$ cat config.mk
export PLATFORM = sky130hd
export DESIGN_NAME = mem_ctrl_mp
export DESIGN_NICKNAME = d
export VERILOG_FILES = /design/src/rtl/mem_ctrl_mp_pkg.sv /design/src/rtl/mem_ctrl_mp_rr_arbiter.sv /design/src/rtl/mem_ctrl_mp.sv
export SDC_FILE = /design/constraint.sdc
export NUM_CORES = 1
export LEC_CHECK = 0
export BUFFER_PORTS_ARGS = -buffer_cell sky130_fd_sc_hd__buf_2
export CAP_MARGIN = 20
export CELL_PAD_IN_SITES_DETAIL_PLACEMENT = 0
export CELL_PAD_IN_SITES_GLOBAL_PLACEMENT = 1
export CORE_MARGIN = 2
export CORE_UTILIZATION = 30
export CTS_CLUSTER_DIAMETER = 60
export CTS_CLUSTER_SIZE = 16
export DETAILED_ROUTE_END_ITERATION = 8
export PLACE_DENSITY = 0.69
export SYNTH_ARGS = -nofsm -noshare
export SYNTH_HDL_FRONTEND = slang
export SYNTH_SLANG_ARGS = --single-unit
$ cat constraint.sdc
create_clock -name clk_in -period 5.75 [get_ports clk_in]
set_clock_uncertainty 0.1 [all_clocks]
set_input_delay 0.575 -clock clk_in [delete_from_list [all_inputs] [get_ports clk_in]]
set_output_delay 0.575 -clock clk_in [all_outputs]
set_load 0.05 [all_outputs]
$ cat src/rtl/mem_ctrl_mp_pkg.sv
// mem_ctrl_mp_pkg
// Shared definitions for the multi-port byte-serialising memory controller:
//   - RISC-V funct3 load/store size codes
//   - FSM state encoding
//   - IO window prefix (address bits 17:16) used for UART back-pressure
//   - size_bytes(): funct3 -> number of byte beats (1, 2 or 4)
//   - load_extend(): sign/zero extension of the reassembled load word
package mem_ctrl_mp_pkg;

  localparam logic [2:0] F3_B  = 3'b000;
  localparam logic [2:0] F3_H  = 3'b001;
  localparam logic [2:0] F3_W  = 3'b010;
  localparam logic [2:0] F3_BU = 3'b100;
  localparam logic [2:0] F3_HU = 3'b101;

  // Accesses whose address has this value on bits 17:16 target the IO space.
  localparam logic [1:0] IO_PREFIX = 2'b11;

  typedef enum logic [1:0] {
    ST_IDLE,
    ST_READ,
    ST_WRITE,
    ST_DONE
  } state_e;

  // Number of byte beats for an access; unknown codes are treated as a word.
  function automatic logic [2:0] size_bytes(input logic [2:0] f3);
    case (f3)
      F3_B, F3_BU: size_bytes = 3'd1;
      F3_H, F3_HU: size_bytes = 3'd2;
      default:     size_bytes = 3'd4;
    endcase
  endfunction

  // Signed types replicate the top byte/half, unsigned types fill with zero.
  function automatic logic [31:0] load_extend(input logic [31:0] raw,
                                              input logic [2:0]  f3);
    case (f3)
      F3_B:    load_extend = {{24{raw[7]}}, raw[7:0]};
      F3_H:    load_extend = {{16{raw[15]}}, raw[15:0]};
      F3_BU:   load_extend = {24'h0, raw[7:0]};
      F3_HU:   load_extend = {16'h0, raw[15:0]};
      default: load_extend = raw;
    endcase
  endfunction

endpackage

$ cat src/rtl/mem_ctrl_mp_rr_arbiter.sv
// mem_ctrl_mp_rr_arbiter
// Combinational round-robin arbiter. Picks the first asserted request found
// when searching upward (with wrap) from index ptr. The pointer register
// itself lives in the parent so it only advances on an actual grant.
// Ports:
//   req   in  N_PORTS  request vector (already masked by the parent)
//   ptr   in  SRC_W    index where the search starts
//   grant out N_PORTS  one-hot grant, all zero when nobody requests
//   idx   out SRC_W    binary index of the granted port (0 when none)
module mem_ctrl_mp_rr_arbiter #(
  parameter int N_PORTS = 2,
  parameter int SRC_W   = $clog2(N_PORTS)
) (
  input  logic [N_PORTS-1:0] req,
  input  logic [SRC_W-1:0]   ptr,
  output logic [N_PORTS-1:0] grant,
  output logic [SRC_W-1:0]   idx
);

  // Walk the offsets from farthest to nearest so that the nearest asserted
  // request (the one closest to ptr) is the last to overwrite the result.
  always_comb begin
    grant = '0;
    idx   = '0;
    for (int off = N_PORTS - 1; off >= 0; off--) begin
      if (req[(int'(ptr) + off) % N_PORTS]) begin
        grant = '0;
        grant[(int'(ptr) + off) % N_PORTS] = 1'b1;
        idx = SRC_W'((int'(ptr) + off) % N_PORTS);
      end
    end
  end

endmodule

$ cat src/rtl/mem_ctrl_mp.sv
// mem_ctrl_mp
// Multi-port memory controller. Arbitrates N_PORTS requesters onto a single
// byte-wide RAM/IO bus, serialising 1/2/4-byte accesses into byte beats and
// reassembling loads little-endian with sign/zero extension.
// Ports:
//   clk_in          in   clock
//   rst_in          in   synchronous active-high reset
//   rdy_in          in   global pause; all state freezes while low
//   req_valid       in   per-port request, held until acked
//   req_r_nw        in   per-port 1 = read, 0 = write
//   req_type        in   per-port funct3 (3 bits each)
//   req_addr        in   per-port byte address (32 bits each)
//   req_data        in   per-port store data (32 bits each)
//   flush_in        in   per-port cancel of a pending/in-flight read
//   data_out        out  extended load result (0 for writes)
//   data_valid      out  one-cycle completion pulse
//   data_src        out  index of the completing port
//   mem_din         in   read byte, valid the cycle after its address
//   mem_dout        out  write byte
//   mem_a           out  byte address
//   mem_wr          out  write strobe
//   io_buffer_full  in   UART buffer full, stalls IO-space writes
module mem_ctrl_mp #(
  parameter int N_PORTS = 2,
  parameter int SRC_W   = $clog2(N_PORTS)
) (
  input  logic                   clk_in,
  input  logic                   rst_in,
  input  logic                   rdy_in,
  input  logic [N_PORTS-1:0]     req_valid,
  input  logic [N_PORTS-1:0]     req_r_nw,
  input  logic [3*N_PORTS-1:0]   req_type,
  input  logic [32*N_PORTS-1:0]  req_addr,
  input  logic [32*N_PORTS-1:0]  req_data,
  input  logic [N_PORTS-1:0]     flush_in,
  output logic [31:0]            data_out,
  output logic                   data_valid,
  output logic [SRC_W-1:0]       data_src,
  input  logic [7:0]             mem_din,
  output logic [7:0]             mem_dout,
  output logic [31:0]            mem_a,
  output logic                   mem_wr,
  input  logic                   io_buffer_full
);

  import mem_ctrl_mp_pkg::*;

  state_e             state_q, state_d;
  logic [SRC_W-1:0]   rr_ptr_q, rr_ptr_d;
  logic [SRC_W-1:0]   port_q, port_d;
  logic               rd_q, rd_d;
  logic [2:0]         type_q, type_d;
  logic [2:0]         k_q, k_d;
  logic [2:0]         cnt_q, cnt_d;
  logic [31:0]        addr_q, addr_d;
  logic [31:0]        wdata_q, wdata_d;
  logic [31:0]        lanes_q, lanes_d;
  logic [31:0]        data_out_q, data_out_d;
  logic               data_valid_q, data_valid_d;
  logic [SRC_W-1:0]   data_src_q, data_src_d;
  logic [31:0]        mem_a_q, mem_a_d;
  logic [7:0]         mem_dout_q, mem_dout_d;

  logic [N_PORTS-1:0] arb_req;
  logic [N_PORTS-1:0] arb_grant;
  logic [SRC_W-1:0]   arb_idx;
  logic               arb_any;

  logic               sel_rnw;
  logic [2:0]         sel_type;
  logic [31:0]        sel_addr;
  logic [31:0]        sel_data;

  logic               stall;
  logic               rd_flush;
  logic [1:0]         lane;
  logic [2:0]         nxt;

  // A port that is asking to flush is not eligible for a grant this cycle,
  // which lets another port win instead.
  assign arb_req = req_valid & ~flush_in;
  assign arb_any = |arb_grant;

  mem_ctrl_mp_rr_arbiter #(
    .N_PORTS (N_PORTS),
    .SRC_W   (SRC_W)
  ) u_arb (
    .req   (arb_req),
    .ptr   (rr_ptr_q),
    .grant (arb_grant),
    .idx   (arb_idx)
  );

  // Pick out the granted port's request fields.
  always_comb begin
    sel_rnw  = req_r_nw[arb_idx];
    sel_type = req_type[3*int'(arb_idx) +: 3];
    sel_addr = req_addr[32*int'(arb_idx) +: 32];
    sel_data = req_data[32*int'(arb_idx) +: 32];
  end

  // IO back-pressure is decided on the base address of the access, and the
  // read-owner flush is looked up on the port that currently owns the FSM.
  assign stall    = (addr_q[17:16] == IO_PREFIX) && io_buffer_full;
  assign rd_flush = rd_q && flush_in[port_q];

  // The write strobe reacts to io_buffer_full in the same cycle so that a
  // byte is never presented to a full UART; the address/data it qualifies
  // are registered. A read owner flushing while in DONE must not see its
  // completion, so the pulse is masked combinationally as well.
  assign mem_wr     = (state_q == ST_WRITE) && !stall;
  assign data_valid = data_valid_q && !rd_flush;
  assign data_out   = data_out_q;
  assign data_src   = data_src_q;
  assign mem_a      = mem_a_q;
  assign mem_dout   = mem_dout_q;

  // Next-state logic. Reads use cnt as "beats issued so far": the address of
  // beat i goes out while cnt = i+1, and its byte returns when cnt = i+2, so
  // lane cnt-2 is filled each cycle from cnt = 2 up to cnt = k+1. Writes use
  // cnt as the index of the beat currently on the bus.
  always_comb begin
    state_d      = state_q;
    rr_ptr_d     = rr_ptr_q;
    port_d       = port_q;
    rd_d         = rd_q;
    type_d       = type_q;
    k_d          = k_q;
    cnt_d        = cnt_q;
    addr_d       = addr_q;
    wdata_d      = wdata_q;
    lanes_d      = lanes_q;
    data_out_d   = data_out_q;
    data_valid_d = 1'b0;
    data_src_d   = data_src_q;
    mem_a_d      = mem_a_q;
    mem_dout_d   = mem_dout_q;
    lane         = 2'(cnt_q - 3'd2);
    nxt          = cnt_q + 3'd1;

    case (state_q)
      ST_IDLE: begin
        if (arb_any) begin
          port_d   = arb_idx;
          rd_d     = sel_rnw;
          type_d   = sel_type;
          k_d      = size_bytes(sel_type);
          addr_d   = sel_addr;
          wdata_d  = sel_data;
          lanes_d  = '0;
          mem_a_d  = sel_addr;
          rr_ptr_d = (arb_idx == SRC_W'(N_PORTS - 1)) ? '0 : arb_idx + 1'b1;
          if (sel_rnw) begin
            state_d    = ST_READ;
            cnt_d      = 3'd1;
            mem_dout_d = 8'h00;
          end else begin
            state_d    = ST_WRITE;
            cnt_d      = 3'd0;
            mem_dout_d = sel_data[7:0];
          end
        end
      end

      ST_READ: begin
        if (rd_flush) begin
          state_d = ST_IDLE;
          cnt_d   = 3'd0;
          mem_a_d = '0;
        end else begin
          if (cnt_q >= 3'd2) begin
            lanes_d[{lane, 3'b000} +: 8] = mem_din;
          end
          if (cnt_q == k_q + 3'd1) begin
            state_d      = ST_DONE;
            data_valid_d = 1'b1;
            data_src_d   = port_q;
            data_out_d   = load_extend(lanes_d, type_q);
            mem_a_d      = '0;
          end else begin
            mem_a_d = (cnt_q == k_q) ? 32'h0 : addr_q + 32'(cnt_q);
            cnt_d   = nxt;
          end
        end
      end

      ST_WRITE: begin
        if (!stall) begin
          if (cnt_q == k_q - 3'd1) begin
            state_d      = ST_DONE;
            data_valid_d = 1'b1;
            data_src_d   = port_q;
            data_out_d   = '0;
            mem_a_d      = '0;
            mem_dout_d   = 8'h00;
          end else begin
            cnt_d      = nxt;
            mem_a_d    = addr_q + 32'(nxt);
            mem_dout_d = wdata_q[{nxt[1:0], 3'b000} +: 8];
          end
        end
      end

      ST_DONE: begin
        state_d = ST_IDLE;
        cnt_d   = 3'd0;
      end

      default: begin
        state_d = ST_IDLE;
      end
    endcase
  end

  // All state, including the registered outputs, is cleared by reset and
  // frozen whenever rdy_in is low so that a pause shifts every later event.
  always_ff @(posedge clk_in) begin
    if (rst_in) begin
      state_q      <= ST_IDLE;
      rr_ptr_q     <= '0;
      port_q       <= '0;
      rd_q         <= 1'b0;
      type_q       <= 3'd0;
      k_q          <= 3'd0;
      cnt_q        <= 3'd0;
      addr_q       <= '0;
      wdata_q      <= '0;
      lanes_q      <= '0;
      data_out_q   <= '0;
      data_valid_q <= 1'b0;
      data_src_q   <= '0;
      mem_a_q      <= '0;
      mem_dout_q   <= 8'h00;
    end else if (rdy_in) begin
      state_q      <= state_d;
      rr_ptr_q     <= rr_ptr_d;
      port_q       <= port_d;
      rd_q         <= rd_d;
      type_q       <= type_d;
      k_q          <= k_d;
      cnt_q        <= cnt_d;
      addr_q       <= addr_d;
      wdata_q      <= wdata_d;
      lanes_q      <= lanes_d;
      data_out_q   <= data_out_d;
      data_valid_q <= data_valid_d;
      data_src_q   <= data_src_d;
      mem_a_q      <= mem_a_d;
      mem_dout_q   <= mem_dout_d;
    end
  end

endmodule

After elaboration in Yosys (flattened, before gate mapping)

Cells that the tools add are included.

Add/sub/neg operators: 9
$mul: 1
Order comparisons: 7
Eq/ne operators: 21
Shift-type cells: 6
Mux-type cells: 66
Bitwise gates (word level): 3
Reductions and logical operators: 25

Operators with widths:

| cell                   | number |
|---|---|
| $mux 32                | 13 |
| $pmux 32 s2            | 2 |
| $pmux 32 s4            | 1 |
| $shiftx 64x7->32       | 2 |
| $pmux 32 s3            | 1 |
| $add 32x3->32          | 2 |
| $bwmux 32              | 1 |
| $mux 8                 | 4 |
| $shift 8x7->32 const A | 1 |
| $shiftx 32x6->8        | 1 |
| $shiftx 8x7->32        | 1 |
| $mux 1                 | 23 |
| $mux 2                 | 8 |
| $pmux 8 s2             | 1 |
| $mux 3                 | 5 |
| $eq 3x3->1 const B     | 4 |
| $pmux 3 s4             | 1 |
| $reduce_and 4->1       | 3 |
| $ne 2x2->1 const B     | 5 |
| $reduce_and 5->1       | 2 |
| $eq 3x3->1             | 3 |
| $pmux 2 s4             | 1 |
| $neg 5->7              | 1 |
| $add 3x1->3 const B    | 2 |
| 30 further kinds       | 50 |

Register bits: 184
Output and inout bits: 75
Word-level logic and storage cells: 153

Longest topological paths before layout

Gate-level depths: netlist (run 1).

Depth after elaboration: 12
Mapped depth: 12

Cells and area by module

A second synthesis (run 1) with hierarchy kept.

Cell total of the unflattened synthesis: 1275
Area total of the unflattened synthesis: 10168.5 um2

By module, submodules not included:

| module                 | times used | cells each | area an instance (um2) |
|---|---|---|---|
| mem_ctrl_mp            | 1          | 1271       | 10142.2 |
| mem_ctrl_mp_rr_arbiter | 1          | 4          | 26.3 |

Least setup slack after synthesis (run 1)

Ideal clock, no wire load.

Path type: reg-to-reg
From: reg cnt_q[0]
To: reg mem_a_q[22] (netlist: mem_a[22])
Library setup time: 0.132 ns
Arrival time: 2.795 ns
Data required time: 5.518 ns
Slack: 2.724 ns
Cell stages (with the launch flop): 13
Buffers on the path: 2
Cell sequence: dfxtp_1 > buf_2 > inv_1 > ha_1 > inv_1 > fa_1 > nand2b_1 > a21oi_1 > clkbuf_1 > nand3_1 > xnor2_1 > a221oi_1 > nor3_1

Cells in the longest elaborated chain, start to end: 5
Elaborated cells between the ends (all ways): 12
Classes of those cells: add/sub (3); eq/ne (3); mux (6)

RTL lines:

| element                                  | RTL line                               | source |
|---|---|---|
| start, declared                          | mem_ctrl_mp.sv:54                      | `logic [2:0] cnt_q, cnt_d;` |
| start signal, assigned                   | mem_ctrl_mp.sv:241                     | `cnt_q <= cnt_d;` |
| $add 3x1->3 (tied with other cells)      | mem_ctrl_mp.sv:139                     | `nxt = cnt_q + 3'd1;` |
| $add 32x3->32 or $mux 32 (tied branches) | mem_ctrl_mp.sv:198, mem_ctrl_mp.sv:181 |  |
| $mux 32, on equally long branches        | mem_ctrl_mp.sv:189, mem_ctrl_mp.sv:174 |  |
| $mux 32, on equally long branches        | mem_ctrl_mp.sv:188, mem_ctrl_mp.sv:166 |  |
| $pmux 32 s3 *                            | mem_ctrl_mp.sv:141                     | `case (state_q)` |
| end signal, assigned                     | mem_ctrl_mp.sv:248                     | `mem_a_q <= mem_a_d;` |
| end, declared                            | mem_ctrl_mp.sv:61                      | `logic [31:0] mem_a_q, mem_a_d;` |

Mark *: on every way between the ends. The rest lies on a longest branch, timed or not. The select of a mux whose other input is x is not followed.
A chain may end at the register's enable or synchronous reset.

Worst setup path in the final report (run 1)

From: reg cnt_q[0]
To: reg data_out_q[25] (netlist: data_out[25])

Cells in the longest elaborated chain, start to end: 9
Elaborated cells between the ends (all ways): 16
Classes of those cells: add/sub (2); order compare (1); eq/ne (4); shift (2); mux (6); reduce/logical (1)

RTL lines:

| element                                           | RTL line              | source |
|---|---|---|
| $sub 2x2->2                                       | mem_ctrl_mp.sv:138    | `lane = 2'(cnt_q - 3'd2);` |
| $neg 5->7                                         | mem_ctrl_mp.sv:172    | `lanes_d[{lane, 3'b000} +: 8] = mem_din;` |
| $shiftx 8x7->32 or $shift 8x7->32 (tied branches) | mem_ctrl_mp.sv:172    |  |
| $bwmux 32                                         | mem_ctrl_mp.sv:172    |  |
| $mux 32                                           | mem_ctrl_mp.sv:171    | `if (cnt_q >= 3'd2) begin` |
| $pmux 32 s4                                       | mem_ctrl_mp_pkg.sv:38 | `case (f3)` |
| $mux 32                                           | mem_ctrl_mp.sv:174    | `if (cnt_q == k_q + 3'd1) begin` |
| $mux 32                                           | mem_ctrl_mp.sv:166    | `if (rd_flush) begin` |
| $pmux 32 s2                                       | mem_ctrl_mp.sv:141    |  |
| end signal, assigned                              | mem_ctrl_mp.sv:245    | `data_out_q <= data_out_d;` |
| end, declared                                     | mem_ctrl_mp.sv:58     | `logic [31:0] data_out_q, data_out_d;` |

Parallel ways exist; a longest one is shown, timed or not. The select of a mux whose other input is x is not followed.

==> flow_metrics.py, run 1 <==
metrics = {
    "die": {
        "chipHeight_um": 188.0,
        "io_pins": 227,
        "core_area_um2": 33450,
        "die_width_um": 188.0,
        "die_area_um2": 35350,
        "num_rows": 67,
        "start_util_pct": 30.37,
    },
    "worst_setup_path": {
        "path_class": "register to register",
        "cp.required_ns": 6.03,
        "arrival_ns": 4.60,
        "r2r_setup_slack_ns": 1.43,
        "worst_setup_path_start_kind": "register",
        "crit_path_max_fanout": 22,
        "crit-reg2reg-capture": "data_out[25]$_SDFFE_PP0P_",
        "reg2reg_depth": 7,
        "rr_startpoint": "cnt_q[0]$_SDFFE_PP0P_",
        "critPathCaptureType": "register",
    },
    "route": {
        "wl_per_cell_um": 18.44,
        "drc": 0,
        "drtIter0Drc": 701,
        "ant_nets": 0,
        "via_per_inst": 5.372,
        "via_count": 9998,
        "routed_wl_um": 34310,
        "drt_first_pass_iters": 5,
    },
    "pwr": {
        "power_frac_comb_pct": 24.3,
        "p_int_mw": 2.257,
        "p_sw_share_pct": 36.08,
        "power_density_nw_per_um2": 289.7,
        "leakagePower_nw": 4.636,
        "max-vdd-ir-drop_v": 0.0002046,
        "p_switching_mw": 1.274,
        "pwr-share-clk_pct": 34.3,
        "sequentialPowerShare_pct": 41.5,
    },
    "timing": {
        "rsz0062_at_grt": "no",
        "slew_headroom_pct": 26.71,
        "fmax_mhz": 231.7,
        "slew_violations": 0,
        "setup_viol_count_final": 0,
        "finalCritPeriodShare_pct": 75.05,
        "finalCriticalPeriod_ns": 4.315,
        "tightest_slew_ns": 1.099,
        "setup_tns_ns": 0,
        "hold_viol": 0,
    },
    "logic_synthesis": {
        "synth_common_cells": "dfxtp_1, nor2_1, a21oi_1, nand2_1, clkbuf_1",
        "syn_nets": 1411,
        "netlist_area_um2": 10160,
        "yosysSeqAreaShare_pct": 36.06,
        "synth_top_cell_area_share_pct": 36.06,
        "synthFlopType": "dfxtp_1",
        "ys_seq_elements": 183,
        "synth.most_common_cell": "dfxtp_1",
        "synth_cell_types": 83,
        "synth_top_cell_by_area": "dfxtp_1",
        "synthCells": 1239,
        "synthTopCellsByArea": "dfxtp_1, a21oi_1, nor2_1, mux2i_1, a211oi_1",
        "yosysWarnings": 0,
        "syn_area_per_cell_um2": 8.199,
        "synth_edf_count": 0,
        "async_flop_share_pct": 0,
    },
    "global_routing": {
        "grt_pass1_vias": 9521,
        "antenna_found_initial": 0,
        "gr-total-overflow": 0,
        "grt_first_pass_wirelength_um": 54030,
        "grt_max_degree": 63,
        "track_usage_pct": 19.33,
    },
    "clock_network": {
        "cts_sinks": 183,
        "clk_latency_ns": 0.44,
        "cts.repair.resized": 0,
        "cts_setup_buffers": 0,
        "cts_tree": "built",
        "numCtsBuffers": 17,
        "cts_hold_buf": 0,
        "clockBufferDepth": 2,
        "clkTransAtPathRegs_ns": 0.08,
        "cts_root_buf": "clkbuf_16",
        "htreeDepth": 4,
    },
    "flow_run": {
        "drv_cap": 0,
    },
    "final_layout": {
        "final_layout_size_suffix_gt1_share_pct": 21.53,
        "final_util_pct": 36.44,
        "final_nets": 1571,
        "fin_area_um2": 12190,
        "area_growth_pct": 19.98,
    },
    "worst_hold_path": {
        "hold_depth": 3,
        "hold_start": "req_data[27]",
        "worstHoldEndpoint": "wdata_q[27]$_SDFFE_PP0P_",
        "worstHoldPathType": "primary input to register",
    },
    "outcome": {
        "status": "completed",
    },
    "place": {
        "gp_congestion": 0.8896,
        "placed_cell_area_um2": 11570,
        "hpwlAfterDp_um": 24490,
        "io_buffers": 226,
    },
}
==> worst max path at each step <==
| stage | slack [ns] | end | startpoint |
|---|---|---|---|
| 4_1_cts | 1.44 | data_out[17]$_SDFFE_PP0P_ | cnt_q[0]$_SDFFE_PP0P_ |
| 2_1_floorplan | 2.72 | mem_a[22]$_SDFFE_PP0P_ | cnt_q[0]$_SDFFE_PP0P_ |
| 3_3_place_gp | 1.60 | data_out[26]$_SDFFE_PP0P_ | cnt_q[0]$_SDFFE_PP0P_ |
| 6_report | 1.43 | data_out[25]$_SDFFE_PP0P_ | cnt_q[0]$_SDFFE_PP0P_ |
| 3_5_place_dp | 1.48 | data_out[17]$_SDFFE_PP0P_ | cnt_q[0]$_SDFFE_PP0P_ |
| 5_1_grt | 1.08 | mem_a[26]$_SDFFE_PP0P_ | cnt_q[0]$_SDFFE_PP0P_ |
==> flip-flops by register name (all words and copies together) (netlist names) <==
register      count
wdata_q          32
rr_ptr_q          1
mem_dout          8
mem_a            32
type_q            2
lanes_q          32
data_valid_q      1
state_q           2
rd_q              1
data_src          1
port_q            1
addr_q           32
k_q               3
cnt_q             3
data_out         32
==> cell type report <==
class / instances / area, um^2
Antenna cell: 1 / 2.502
Clock buffer: 18 / 439.2
Clock inverter: 14 / 162.7
Fill cell: 3541 / 21260
Inverter: 22 / 82.58
Multi-Input combinational cell: 932 / 6012
Sequential cell: 183 / 3664
Tap cell: 448 / 560.5
Timing Repair Buffer: 243 / 1265
==> metal layers <==
layer	part of all wire, %	wire (um)	global-route usage, %
met4	1.3	439	4.634
met5	0	0	0
met1	48	16530	27.44
met3	5.7	1942	2.920
met2	45	15390	30.70
==> power by group through the flow <==
stage | Sequential (mW) | Clock (mW) | Combinational, mW
global route | 1.48 | 1.29 | 0.933
global placement | 1.49 | 0 | 0.850
floorplan | 1.57 | 0 | 0.490
CTS | 1.46 | 1.23 | 0.859
finish | 1.46 | 1.21 | 0.857
detailed placement | 1.49 | 0 | 0.857
==> cell usage in the layout (no fill, tap or decap), types with 37 or more instances in the layout <==
cell type / instances
a21oi_1: 118
dfxtp_1: 183
and3_1: 38
a22oi_1: 37
buf_2: 225
nand2_1: 105
nor2_1: 141
o21ai_0: 50
a211oi_1: 59
mux2i_1: 48
==> critical path, cell delays in order (launching register included) <==
cell       delay (ns)
dfxtp_1          0.95
inv_1            0.26
ha_1             0.84
and4b_1          0.29
mux2i_1          0.10
or4_1            0.58
a2111oi_4        0.89
a22o_1           0.23
==> through the flow <==
step	total power [mW]	setup WS, ns	std cells	hold slack, ns
2_1_floorplan	2.063	2.724	1239	0.3287
6_report	3.531	1.435	1861	0.3236
3_5_place_dp	2.349	1.475	1827	0.3449
4_1_cts	3.553	1.441	1859	0.3146
5_1_grt	3.698	1.085	1860	0.3297
3_3_place_gp	2.341	1.604	1827	0.3376
==> kinds of logic after synthesis <==
| logic type | synth area share [%] |
|---|---|
| AND/OR/NAND/NOR | 20.40 |
| AO/OA/AOI/OAI | 27.31 |
| flip-flops | 36.06 |
| buffers and inverters | 4.988 |
| multiplexers | 6.725 |
| adder cells (fa/ha/maj) | 2.611 |
| XOR/XNOR | 1.909 |
(Power assumes the default switching activity.)
==> run 2: changes to the inputs <==
==> constraint.sdc (replaced) <==
create_clock -name clk_in -period 4.4 [get_ports clk_in]
set_clock_uncertainty 0.1 [all_clocks]
set_input_delay 0.44 -clock clk_in [delete_from_list [all_inputs] [get_ports clk_in]]
set_output_delay 0.44 -clock clk_in [all_outputs]
set_load 0.05 [all_outputs]
==> run 2 against run 1 <==
Against the previous run:
- wire length is 0.87% higher
- highest routed layer unchanged
- critical path type unchanged
- utilization rose by 0.13 points
- count of clock-buffer cells in the layout fell by 1
- register-to-register slack lost 0.73 ns
- clock power rose by 26%
==> flow_metrics.py, run 2 (synthesized netlist as in run 1, its figures left out) <==
metrics = {
    "route": {
        "ant_nets": 0,
        "drt_first_pass_iters": 5,
        "via_per_inst": 5.380,
        "routed_wl_um": 34610,
        "drtIter0Drc": 746,
        "drc": 0,
        "via_count": 10055,
        "wl_per_cell_um": 18.52,
    },
    "timing": {
        "fmax_mhz": 270.6,
        "setup_viol_count_final": 0,
        "finalCriticalPeriod_ns": 3.695,
        "rsz0062_at_grt": "no",
        "finalCritPeriodShare_pct": 83.98,
        "slew_violations": 0,
        "slew_headroom_pct": 30.39,
        "hold_viol": 0,
        "tightest_slew_ns": 1.036,
        "setup_tns_ns": 0,
    },
    "final_layout": {
        "final_layout_size_suffix_gt1_share_pct": 21.97,
        "fill_cells": 3516,
        "multiInputGateArea_um2": 6012,
        "layout.area.seq_um2": 3664,
        "area_growth_pct": 20.42,
        "final_nets": 1580,
        "mostFrequentLayoutCells": "buf_2, dfxtp_1, nor2_1, a21oi_1, nand2_1",
        "final_cells": 1869,
        "final_common_cell": "buf_2",
    },
    "worst_setup_path": {
        "crit_path_max_fanout": 16,
        "rr_startpoint": "cnt_q[1]$_SDFFE_PP0P_",
        "path_cells": "inv_1, ha_1, buf_4, and4b_1, mux2i_1, or4_1, a2111oi_4, a22o_1",
        "cp.required_ns": 4.69,
        "critPathCaptureType": "register",
        "arrival_ns": 3.98,
        "crit-reg2reg-capture": "data_out[18]$_SDFFE_PP0P_",
        "cp_slowest_cell": "a2111oi_4",
        "reg2reg_depth": 8,
        "path_class": "register to register",
        "r2r_setup_slack_ns": 0.71,
        "worst_setup_path_start_kind": "register",
        "crit_path_max_incr_delay_ns": 0.88,
    },
    "die": {
        "start_util_pct": 30.37,
        "die_area_um2": 35350,
        "core_area_um2": 33450,
        "num_rows": 67,
        "die_width_um": 188.0,
        "chipHeight_um": 188.0,
        "io_pins": 227,
    },
    "outcome": {
        "status": "completed",
    },
    "pwr": {
        "power_frac_comb_pct": 25.1,
        "max-vdd-ir-drop_v": 0.0002768,
        "p_switching_mw": 1.674,
        "leakagePower_nw": 4.677,
        "power_density_nw_per_um2": 373.2,
        "p_int_mw": 2.891,
        "p_sw_share_pct": 36.67,
        "sequentialPowerShare_pct": 41.6,
        "pwr-share-clk_pct": 33.2,
    },
    "clock_network": {
        "cts_hold_buf": 0,
        "clockBufferDepth": 2,
        "clkTransAtPathRegs_ns": 0.08,
        "clk_latency_ns": 0.44,
        "cts_setup_buffers": 0,
        "numCtsBuffers": 17,
        "cts_root_buf": "clkbuf_16",
        "cts.repair.resized": 0,
        "htreeDepth": 4,
        "cts_tree": "built",
        "cts_sinks": 183,
    },
    "global_routing": {
        "gr-total-overflow": 0,
        "grt_pass1_vias": 9452,
        "antenna_found_initial": 1,
        "grt_max_degree": 89,
        "grt_first_pass_wirelength_um": 54390,
        "track_usage_pct": 19.42,
    },
    "flow_run": {
        "drv_cap": 0,
    },
    "place": {
        "io_buffers": 226,
        "gp_congestion": 0.8643,
        "hpwlAfterDp_um": 24920,
        "placed_cells": 1836,
    },
    "worst_hold_path": {
        "hold_start": "req_data[27]",
        "worstHoldPathType": "primary input to register",
        "hold_depth": 3,
        "worstHoldEndpoint": "wdata_q[27]$_SDFFE_PP0P_",
    },
}
run 2: cell count changes in the layout (fill, tap and decap cells not counted):
cell / previous run / this run
buf_4: 17 / 25
clkinv_8: 2 / 1
buf_6: 1 / 0
buf_12: 0 / 1
buf_8: 0 / 1
inv_6: 2 / 3
bufinv_16: 1 / 0
clkinvlp_4: 3 / 1
clkinv_2: 0 / 1
clkbuf_8: 1 / 0
inv_8: 3 / 5
run 2: per-stage QoR:
stage	utilization, %	area (um^2)	setup slack, ns	hold slack (ns)	power [mW]
after floorplan	-	10160	1.374	0.3287	2.696
after global placement	34.84	11650	0.8540	0.3262	3.070
final	36.57	12230	0.7050	0.1835	4.565
after global routing	36.57	12230	0.4455	0.2068	4.793
after CTS	36.52	12220	0.7438	0.1640	4.599
after detailed placement	34.84	11650	0.7855	0.3413	3.084
run 2: cell type report:
cell class                      instances  share of cell area, %
Tap cell                              448                  4.582
Clock buffer                           17                  3.478
Inverter                               22                 0.6751
Clock inverter                         14                  1.125
Timing Repair Buffer                  252                  11.03
Multi-Input combinational cell        932                  49.15
Sequential cell                       183                  29.95
Antenna cell                            1                0.02046
run 2: how the worst max path moves through the flow:
stage                     startpoint                         to  depth (start not counted)  slack [ns]
3_5_place_dp   cnt_q[1]$_SDFFE_PP0P_  data_out[26]$_SDFFE_PP0P_                          8        0.79
6_report       cnt_q[1]$_SDFFE_PP0P_  data_out[18]$_SDFFE_PP0P_                          8        0.71
5_1_grt        cnt_q[0]$_SDFFE_PP0P_  data_out[19]$_SDFFE_PP0P_                          8        0.45
3_3_place_gp   cnt_q[1]$_SDFFE_PP0P_  data_out[26]$_SDFFE_PP0P_                          8        0.85
2_1_floorplan  cnt_q[0]$_SDFFE_PP0P_     mem_a[22]$_SDFFE_PP0P_                         12        1.37
4_1_cts        cnt_q[1]$_SDFFE_PP0P_  data_out[26]$_SDFFE_PP0P_                          8        0.74
run 2: power groups by stage:
stage / Sequential (mW) / Clock, mW / Combinational [mW]
after detailed placement: 1.94 / 0 / 1.15
final: 1.90 / 1.52 / 1.15
after floorplan: 2.06 / 0 / 0.640
after global routing: 1.92 / 1.62 / 1.25
after CTS: 1.90 / 1.55 / 1.15
after global placement: 1.93 / 0 / 1.13
run 2: routing by layer:
metal	routed length (um)	vias up	global-route usage [%]	share of wire (%)
met5	0	-	0	0
met4	594	0	5.724	1.7
met3	1899	34	3.107	5.5
met2	15230	335	29.24	44
met1	16890	4747	28.35	49
li1	-	4939	-	-
run 2: critical path, delay by kind of cell, from the launching register on:
family / cells / cell delay [ns]
AO/OA/AOI/OAI: 2 / 1.11
adder cells (fa/ha/maj): 1 / 0.37
buffers and inverters: 2 / 0.48
flip-flops: 1 / 0.64
multiplexers: 1 / 0.11
AND/OR/NAND/NOR: 2 / 0.82
